==> config.mk <==
export PLATFORM = sky130hd
export DESIGN_NAME = sigmoid_share_ctrl
export DESIGN_NICKNAME = d
export VERILOG_FILES = /design/src/rtl/sigmoid_pkg.sv /design/src/rtl/rr_arbiter.sv /design/src/rtl/sigmoid.sv /design/src/rtl/sigmoid_share_ctrl.sv
export SDC_FILE = /design/constraint.sdc
export NUM_CORES = 1
export LEC_CHECK = 0
export ABC_CLOCK_PERIOD_IN_PS = 9800
export CAP_MARGIN = 20
export CORE_UTILIZATION = 35
export CTS_BUF_LIST = sky130_fd_sc_hd__clkbuf_2
export CTS_CLUSTER_SIZE = 16
export DETAILED_ROUTE_END_ITERATION = 6
export GPL_TIMING_DRIVEN = 0
export PLACE_DENSITY = 0.68
export RECOVER_POWER = 25
export SETUP_SLACK_MARGIN = 0.3
export SYNTH_ARGS = -nofsm -noshare
export SYNTH_HDL_FRONTEND = slang
export SYNTH_HIERARCHICAL = 1
export SYNTH_SLANG_ARGS = --single-unit
==> constraint.sdc <==
create_clock -name clk -period 9.8 [get_ports clk]
set_clock_uncertainty 0.1 [all_clocks]
set_input_delay 2.45 -clock clk [delete_from_list [all_inputs] [get_ports clk]]
set_output_delay 2.45 -clock clk [all_outputs]
set_load 0.03 [all_outputs]
==> src/rtl/sigmoid_pkg.sv <==
// sigmoid_pkg: shared Q4.12 definitions and the segment table for the
// piecewise-constant sigmoid LUT.
//   DATA_W / FRAC_W : operand width and fractional bits (Q4.12)
//   SIG_ONE/SIG_ZERO: saturated outputs
//   seg_lut()       : value for 0.2-wide segment idx (0 = [-3.0,-2.8))
package sigmoid_pkg;

    localparam int unsigned DATA_W = 16;
    localparam int unsigned FRAC_W = 12;

    typedef logic [DATA_W-1:0] q4_12_t;

    localparam q4_12_t SIG_ONE  = 16'h1000;
    localparam q4_12_t SIG_ZERO = 16'h0000;

    // Each entry is sigmoid at the segment midpoint, in Q4.12.
    function automatic q4_12_t seg_lut(input logic [5:0] idx);
        case (idx)
            6'd0:  seg_lut = 16'd213;
            6'd1:  seg_lut = 16'd258;
            6'd2:  seg_lut = 16'd311;
            6'd3:  seg_lut = 16'd373;
            6'd4:  seg_lut = 16'd447;
            6'd5:  seg_lut = 16'd533;
            6'd6:  seg_lut = 16'd633;
            6'd7:  seg_lut = 16'd747;
            6'd8:  seg_lut = 16'd877;
            6'd9:  seg_lut = 16'd1023;
            6'd10: seg_lut = 16'd1184;
            6'd11: seg_lut = 16'd1359;
            6'd12: seg_lut = 16'd1546;
            6'd13: seg_lut = 16'd1743;
            6'd14: seg_lut = 16'd1946;
            6'd15: seg_lut = 16'd2150;
            6'd16: seg_lut = 16'd2353;
            6'd17: seg_lut = 16'd2550;
            6'd18: seg_lut = 16'd2737;
            6'd19: seg_lut = 16'd2912;
            6'd20: seg_lut = 16'd3073;
            6'd21: seg_lut = 16'd3219;
            6'd22: seg_lut = 16'd3349;
            6'd23: seg_lut = 16'd3463;
            6'd24: seg_lut = 16'd3563;
            6'd25: seg_lut = 16'd3649;
            6'd26: seg_lut = 16'd3723;
            6'd27: seg_lut = 16'd3785;
            6'd28: seg_lut = 16'd3838;
            6'd29: seg_lut = 16'd3882;
            6'd30: seg_lut = 16'd3919;
            6'd31: seg_lut = 16'd3950;
            6'd32: seg_lut = 16'd3976;
            6'd33: seg_lut = 16'd3997;
            6'd34: seg_lut = 16'd4014;
            default: seg_lut = SIG_ZERO;
        endcase
    endfunction

endpackage

==> src/rtl/rr_arbiter.sv <==
// rr_arbiter: combinational round-robin arbiter.
//   req     : request vector
//   ptr     : highest-priority index this cycle
//   en      : grant enable
//   gnt     : one-hot-or-zero grant
//   gnt_idx : index of the granted requester
module rr_arbiter #(
    parameter  int unsigned NUM_REQ = 4,
    localparam int unsigned ID_W    = $clog2(NUM_REQ)
) (
    input  logic [NUM_REQ-1:0] req,
    input  logic [ID_W-1:0]    ptr,
    input  logic               en,
    output logic [NUM_REQ-1:0] gnt,
    output logic [ID_W-1:0]    gnt_idx
);

    always_comb begin : arb
        logic        found;
        int unsigned k;
        gnt     = '0;
        gnt_idx = '0;
        found   = 1'b0;
        k       = 0;
        for (int unsigned i = 0; i < NUM_REQ; i++) begin
            k = 32'(ptr) + i;
            if (k >= NUM_REQ) begin
                k = k - NUM_REQ;
            end
            if (en && !found && req[k]) begin
                found   = 1'b1;
                gnt[k]  = 1'b1;
                gnt_idx = ID_W'(k);
            end
        end
    end

endmodule

==> src/rtl/sigmoid.sv <==
// sigmoid: combinational piecewise-constant sigmoid.
//   x : Q4.12 signed operand
//   y : Q4.12 unsigned result, 0x0000..0x1000
module sigmoid
    import sigmoid_pkg::*;
(
    input  q4_12_t x,
    output q4_12_t y
);

    logic [14:0] u;
    logic [5:0]  idx;

    always_comb begin
        // Offset by +3.0 so [-3.0, 4.0) maps to 0..0x6FFF; the 0.2-step
        // segment index is then exactly floor(u * 5 / 4096).
        u   = x[14:0] + 15'h3000;
        idx = 6'((32'(u) * 32'd5) >> 12);
        if (!x[15] && x[14]) begin
            y = SIG_ONE;
        end else if (x[15] && (x[14:12] <= 3'b100)) begin
            y = SIG_ZERO;
        end else begin
            y = seg_lut(idx);
        end
    end

endmodule

==> src/rtl/sigmoid_share_ctrl.sv <==
// sigmoid_share_ctrl: shares one sigmoid LUT among NUM_REQ requesters.
// Two-stage pipeline (operand register, result register), whole pipeline
// stalls on output back-pressure.
//   clk, reset          : clock, synchronous active-high reset
//   req_valid/req_data  : per-requester Q4.12 operands (16 bits each)
//   req_ready           : one-hot-or-zero grant
//   out_valid/out_data  : registered sigmoid result
//   out_id              : requester index of the result
//   out_ready           : downstream accept
//   busy                : either stage holds valid data
module sigmoid_share_ctrl
    import sigmoid_pkg::*;
#(
    parameter  int unsigned NUM_REQ = 4,
    localparam int unsigned ID_W    = $clog2(NUM_REQ)
) (
    input  logic                      clk,
    input  logic                      reset,
    input  logic [NUM_REQ-1:0]        req_valid,
    input  logic [DATA_W*NUM_REQ-1:0] req_data,
    output logic [NUM_REQ-1:0]        req_ready,
    output logic                      out_valid,
    output logic [DATA_W-1:0]         out_data,
    output logic [ID_W-1:0]           out_id,
    input  logic                      out_ready,
    output logic                      busy
);

    logic                advance;
    logic [ID_W-1:0]     ptr;
    logic [NUM_REQ-1:0]  gnt;
    logic [ID_W-1:0]     gnt_idx;
    logic                accept;
    logic                s1_valid;
    q4_12_t              s1_x;
    logic [ID_W-1:0]     s1_id;
    q4_12_t              lut_y;

    assign advance = !out_valid || out_ready;

    rr_arbiter #(.NUM_REQ(NUM_REQ)) u_arb (
        .req     (req_valid),
        .ptr     (ptr),
        .en      (advance && !reset),
        .gnt     (gnt),
        .gnt_idx (gnt_idx)
    );

    assign req_ready = gnt;
    assign accept    = |gnt;

    sigmoid u_lut (
        .x (s1_x),
        .y (lut_y)
    );

    always_ff @(posedge clk) begin
        if (reset) begin
            ptr       <= '0;
            s1_valid  <= 1'b0;
            s1_x      <= '0;
            s1_id     <= '0;
            out_valid <= 1'b0;
            out_data  <= '0;
            out_id    <= '0;
        end else if (advance) begin
            out_valid <= s1_valid;
            out_data  <= lut_y;
            out_id    <= s1_id;
            s1_valid  <= accept;
            if (accept) begin
                s1_x  <= req_data[DATA_W*gnt_idx +: DATA_W];
                s1_id <= gnt_idx;
                ptr   <= (gnt_idx == ID_W'(NUM_REQ-1)) ? '0 : gnt_idx + ID_W'(1);
            end
        end
    end

    assign busy = s1_valid || out_valid;

endmodule

**Word-level counts from Yosys, hierarchy flattened**

Memories as Yosys holds them, arrays and structs flattened.
Index checks and enable logic that the tools add are counted.

- Add/sub/neg operators: 9
- Multipliers: 1
- Div/mod/pow operators: 0
- Magnitude comparators: 13
- Eq/ne operators: 1
- Shift operators: 1
- Muxes and demuxes: 34
- Bitwise operators: 3
- Reductions and logical operators: 24

Operators with widths:

| operator | number |
|---|---|
| 32-bit by 1-bit >= comparator with 1-bit output (second input constant) | 4 |
| 32-bit by 3-bit < comparator with 1-bit output (second input constant) | 4 |
| 32-bit 2-to-1 mux | 4 |
| 32-bit by 3-bit >= comparator with 1-bit output (second input constant) | 3 |
| 32-bit by 3-bit subtractor with 32-bit output (second input constant) | 3 |
| 64-bit by 7-bit variable part select with 16-bit output | 1 |
| 16-bit 2-to-1 mux | 2 |
| 15-bit by 3-bit multiplier with 18-bit output (second input constant) | 1 |
| 4-bit 2-to-1 mux | 4 |
| 15-bit by 14-bit adder with 15-bit output (second input constant) | 1 |
| 1-bit logical AND | 14 |
| 4-bit OR | 3 |
| 1-bit 2-to-1 mux | 11 |
| 2-bit 2-to-1 mux | 5 |
| 1-bit binary-select mux with 2-bit select | 4 |
| 1-bit demux with 2-bit select | 4 |
| 2-bit by 2-bit adder with 3-bit output (second input constant) | 2 |
| 1-bit zero test | 6 |
| 4-bit OR reduction | 1 |
| 2-bit by 3-bit subtractor with 4-bit output (second input constant) | 1 |
| 2-bit by 1-bit adder with 3-bit output (second input constant) | 1 |
| 2-bit by 3-bit >= comparator with 1-bit output (second input constant) | 1 |
| 3-bit less-or-equal comparator (second input constant) | 1 |
| 2-bit by 1-bit adder with 2-bit output (second input constant) | 1 |
| 3 further kinds | 4 |

- Register bits: 40
- Latch bits: 0
- Memory bits (writable): 0
- ROM bits: 768
- Bits of input ports: 71
- Output and inout port bits: 24
- Logic and storage cells: 94
- Memories kept: 1

Memories:

| memory | depth | bits a word | read ports | clocked after Yosys merged registers in | wr ports | RTL line | source |
|---|---|---|---|---|---|---|---|
| (no name shown) | 64 | 12 | 1 | 0 | 0 | sigmoid_pkg.sv:18 | `case (idx)` |

**Depth between registers and ports, before layout**

- Word-level depth: 20
- Gate-level depth with buffers: 18
- Mapped depth without buffers: 17

**Cells and area by module**

The synthesis kept the hierarchy.

Modules (own cells, without submodules):

| module | instances | cells each | area each (um^2) | sequential area each (um^2) |
|---|---|---|---|---|
| sigmoid_share_ctrl | 1 | 203 | 1916.8 | 800.8 |
| sigmoid | 1 | 232 | 1745.4 | 0.0 |
| rr_arbiter | 1 | 64 | 559.3 | 0.0 |

**Worst setup path after synthesis**

Ideal clock, no wire load.

- Path kind: input-to-output
- Start: input port reset
- End: output port req_ready[0]
- Arrival time: 3.860 ns
- Data required time: 7.250 ns
- Path slack: 3.390 ns
- Stages: 6
- Path buffers: 2
- Cells stage by stage: buf_1 -> clkbuf_1 -> nor2_1 -> nand4_1 -> a21boi_1 -> a221o_1

- Cells in the longest elaborated chain, start to end: 16
- Elaborated cells on any way between the ends: 22
- Those cells by class: mux: 7; bitwise: 3; reduce/logical: 12

RTL lines:

| what | RTL line | source |
|---|---|---|
| start: declaration | sigmoid_share_ctrl.sv:18 | `input logic reset,` |
| 1-bit zero test * | sigmoid_share_ctrl.sv:44 | `.en (advance && !reset),` |
| 1-bit logical AND * | sigmoid_share_ctrl.sv:44 |  |
| 1-bit logical AND | rr_arbiter.sv:30 | `if (en && !found && req[k]) begin` |
| 1-bit 2-to-1 mux | rr_arbiter.sv:30 |  |
| 1-bit zero test | rr_arbiter.sv:30 |  |
| 1-bit logical AND (2 in series) | rr_arbiter.sv:30 |  |
| 1-bit 2-to-1 mux | rr_arbiter.sv:30 |  |
| 1-bit zero test | rr_arbiter.sv:30 |  |
| 1-bit logical AND (2 in series) | rr_arbiter.sv:30 |  |
| 1-bit 2-to-1 mux | rr_arbiter.sv:30 |  |
| 1-bit zero test | rr_arbiter.sv:30 |  |
| 1-bit logical AND (2 in series) | rr_arbiter.sv:30 |  |
| 4-bit 2-to-1 mux * | rr_arbiter.sv:30 |  |
| end: declaration | sigmoid_share_ctrl.sv:21 | `output logic [NUM_REQ-1:0] req_ready,` |

Every way passes the cells marked *; elsewhere a longest branch is shown, timed or not.

**Worst setup path after layout**

- Start: input port out_ready
- End: output port req_ready[1]

- Cells in the longest elaborated chain, start to end: 16
- Elaborated cells on any way between the ends: 22
- Those cells by class: mux: 7; bitwise: 3; reduce/logical: 12

RTL lines:

| what | RTL line | source |
|---|---|---|
| start: declaration | sigmoid_share_ctrl.sv:25 | `input logic out_ready,` |
| 1-bit logical OR * | sigmoid_share_ctrl.sv:39 | `assign advance = !out_valid \|\| out_ready;` |
| 1-bit logical AND * | sigmoid_share_ctrl.sv:44 |  |
| 1-bit logical AND | rr_arbiter.sv:30 |  |
| 1-bit 2-to-1 mux | rr_arbiter.sv:30 |  |
| 1-bit zero test | rr_arbiter.sv:30 |  |
| 1-bit logical AND (2 in series) | rr_arbiter.sv:30 |  |
| 1-bit 2-to-1 mux | rr_arbiter.sv:30 |  |
| 1-bit zero test | rr_arbiter.sv:30 |  |
| 1-bit logical AND (2 in series) | rr_arbiter.sv:30 |  |
| 1-bit 2-to-1 mux | rr_arbiter.sv:30 |  |
| 1-bit zero test | rr_arbiter.sv:30 |  |
| 1-bit logical AND (2 in series) | rr_arbiter.sv:30 |  |
| 4-bit 2-to-1 mux * | rr_arbiter.sv:30 |  |

Marks and branches as above.

==> impl_metrics.json <==
{
  "routed_wl_mm": 12.17,
  "grt-busiest-layer": "met2",
  "row_count": 39,
  "vias": 4323,
  "critPathMaxFanout": 10,
  "violations": "DRC",
  "cts_setup_buffers": 0,
  "grt_max_degree": 14,
  "io_buffer_count": 90,
  "die_area_um2": 12500,
  "crit_required_ps": 7250,
  "finalSetupTns_ps": 0,
  "die_x_um": 111.8,
  "hold_viol_final": 0,
  "tightest_slew_ps": 1041,
  "via_per_inst": 5.818,
  "core_um2": 11560,
  "met2_usage_pct": 35.07,
  "tritoncts": "done",
  "grtUsageMet1_pct": 24.73,
  "synth_enable_flop_cells": 0,
  "fmax_mhz": 124.9,
  "start_kind": "input port",
  "drt_iter0_drc": 257,
  "synth_seq_cells": 40,
  "clock-root-buffer": "clkbuf_2",
  "layout_min_cycle_time_ps": 8009,
  "period_share_pct": 81.72,
  "slew_viol_final": 0,
  "numCtsBuffers": 5,
  "crit_type": "in -> out",
  "syn_to_final_growth_pct": 26.91,
  "io_pins": 95,
  "holdBufCountCts": 0,
  "clk_pin_slew_ps": 250,
  "clock_latency_ps": 410,
  "place_congestion": 0.8680,
  "cts_max_path_buffers": 2,
  "crit_path_end_kind": "output pin",
  "gr-total-overflow": 0,
  "die_h_um": 111.8,
  "cts_num_sinks": 40,
  "outcome": "complete, but fails checks",
  "synthFlopType": "dfxtp_1",
  "antenna_found_initial": 1,
  "layout-drive-gt1-share_pct": 9.850,
  "hold_path_class": "reg -> reg",
  "track_usage_pct": 19.92,
  "synth_cells": 499,
  "rsz0062_at_grt": "false",
  "ys_async_sr_fraction_pct": 0,
  "place_hpwl_mm": 9.473,
  "cp.arrival_ps": 5460,
  "wl_per_cell_um": 16.38,
  "setup_viol": 0,
  "yosysWarnings": 6,
  "maxCapViolations": 0,
  "antenna_left": 0,
  "start_util_pct": 36.50,
  "grt_pass1_vias": 4325,
  "dr.pass1.iters": 7,
  "use_met3_pct": 2.395,
  "syn_area_um2": 4222,
  "htree_levels": 2,
  "drc": 2,
  "yosysUniqueCellTypes": 77,
  "avgSynthCellArea_um2": 8.460,
  "nets": 711,
  "yosysSeqAreaShare_pct": 18.97,
  "cts-resized-gates": 0,
  "max_slew_margin_pct": 30.36,
  "grt_pass1_wl_mm": 20.51
}
==> path summary, 6_finish.rpt <==
path	from	to	slack, ps	depth (start not counted)
max reg2reg	s1_x[7]$_SDFFE_PP0P_	out_data[9]$_SDFFE_PP0P_	5240	15
min reg2reg	out_data[6]$_SDFFE_PP0P_	out_data[6]$_SDFFE_PP0P_	360	2
min	out_data[6]$_SDFFE_PP0P_	out_data[6]$_SDFFE_PP0P_	360	2
max	out_ready	req_ready[1]	1790	8
==> area by class of cell <==
class / instances / area (µm²)
Fill cell: 1111 / 6207
Multi-Input combinational cell: 400 / 3112
Tap cell: 143 / 178.9
Antenna cell: 1 / 2.502
Inverter: 21 / 78.83
Timing Repair Buffer: 90 / 900.9
Clock inverter: 2 / 16.27
Buffer: 40 / 237.7
Clock buffer: 6 / 30.03
Sequential cell: 40 / 800.8
==> metrics by stage <==
stage | util (%) | cells | hold slack (ps) | setup WS [ps] | area (µm²)
after global placement | 45.91 | 734 | 341.4 | 1904 | 5309
final | 46.33 | 743 | 364.2 | 1791 | 5358
after global routing | 46.33 | 743 | 393.3 | 1523 | 5358
after detailed placement | 45.91 | 734 | 347.0 | 1926 | 5309
after floorplan | - | 501 | 332.9 | 3390 | 4229
after CTS | 46.31 | 742 | 373.0 | 1914 | 5355
==> sequential cells by signal, summed over array words and instances (netlist names) <==
signal / flops
out_data: 16
out_id: 2
out_valid: 1
ptr: 2
s1_id: 2
s1_valid: 1
s1_x: 16
==> worst max-delay path: stages <==
cell,delay (ps)
dlygate4sd3_1,550
nor2b_1,110
clkbuf_1,300
nor2_1,480
nand4_1,220
a21boi_1,380
a221o_1,270
clkdlybuf4s50_1,690
==> Yosys cell counts (all sizes together), types with 7 or more instances <==
cell,instances,area (µm²)
mux2i,9,90.09
clkbuf,19,78.82
nand3,23,115.1
a21boi,7,60.06
mux4,25,619.4
a31oi,8,50.05
o21ai,30,150.1
dfxtp,40,800.8
nor3,14,70.07
buf,21,158.9
a211oi,10,85.08
nor2,30,115.1
nand2,54,202.7
ha,42,525.5
inv,21,78.83
a21oi,63,319.1
==> layer usage <==
layer | wire (µm) | up-vias
li1 | - | 2077
met1 | 5135 | 2061
met2 | 6162 | 166
met3 | 650 | 19
met4 | 221 | 0
met5 | 0 | -
==> placed cells by master, fill, tap and decap left out, types with 3 or more instances in the layout <==
| cell type | n |
|---|---|
| a211oi_1 | 8 |
| a21boi_1 | 4 |
| a21oi_1 | 62 |
| a221o_1 | 4 |
| a31oi_1 | 8 |
| buf_1 | 3 |
| buf_2 | 9 |
| buf_4 | 3 |
| buf_6 | 4 |
| clkbuf_1 | 15 |
| clkbuf_2 | 9 |
| clkdlybuf4s50_1 | 80 |
| conb_1 | 3 |
| dfxtp_1 | 40 |
| dlygate4sd3_1 | 10 |
| ha_1 | 42 |
| inv_1 | 21 |
| mux2_2 | 3 |
| mux2i_1 | 9 |
| mux4_1 | 15 |
| mux4_2 | 10 |
| nand2_1 | 54 |
| nand3_1 | 23 |
| nand3b_1 | 5 |
| nand4_1 | 4 |
| nor2_1 | 29 |
| nor2b_1 | 4 |
| nor3_1 | 14 |
| o211ai_1 | 4 |
| o21ai_0 | 29 |
| o22ai_1 | 4 |
| xnor2_1 | 3 |
| xor2_1 | 3 |
==> kinds of logic (layout without fill, tap and decap cells) <==
family                     after synthesis  count (layout)  share of synthesized area, %
adders and majority gates               42              42                         12.45
buffers and inverters                   61             159                         7.498
muxes                                   37              37                         17.61
AOI/OAI and AO/OA                      157             157                         24.27
other                                    1               4                       0.08883
and+or+nand+nor                        155             155                         17.87
xor gates and xnor gates                 6               6                         1.245
DFF                                     40              40                         18.97
Power is not shown: default switching activity piles up to over one toggle a cycle in this logic, so the estimate is an artifact.
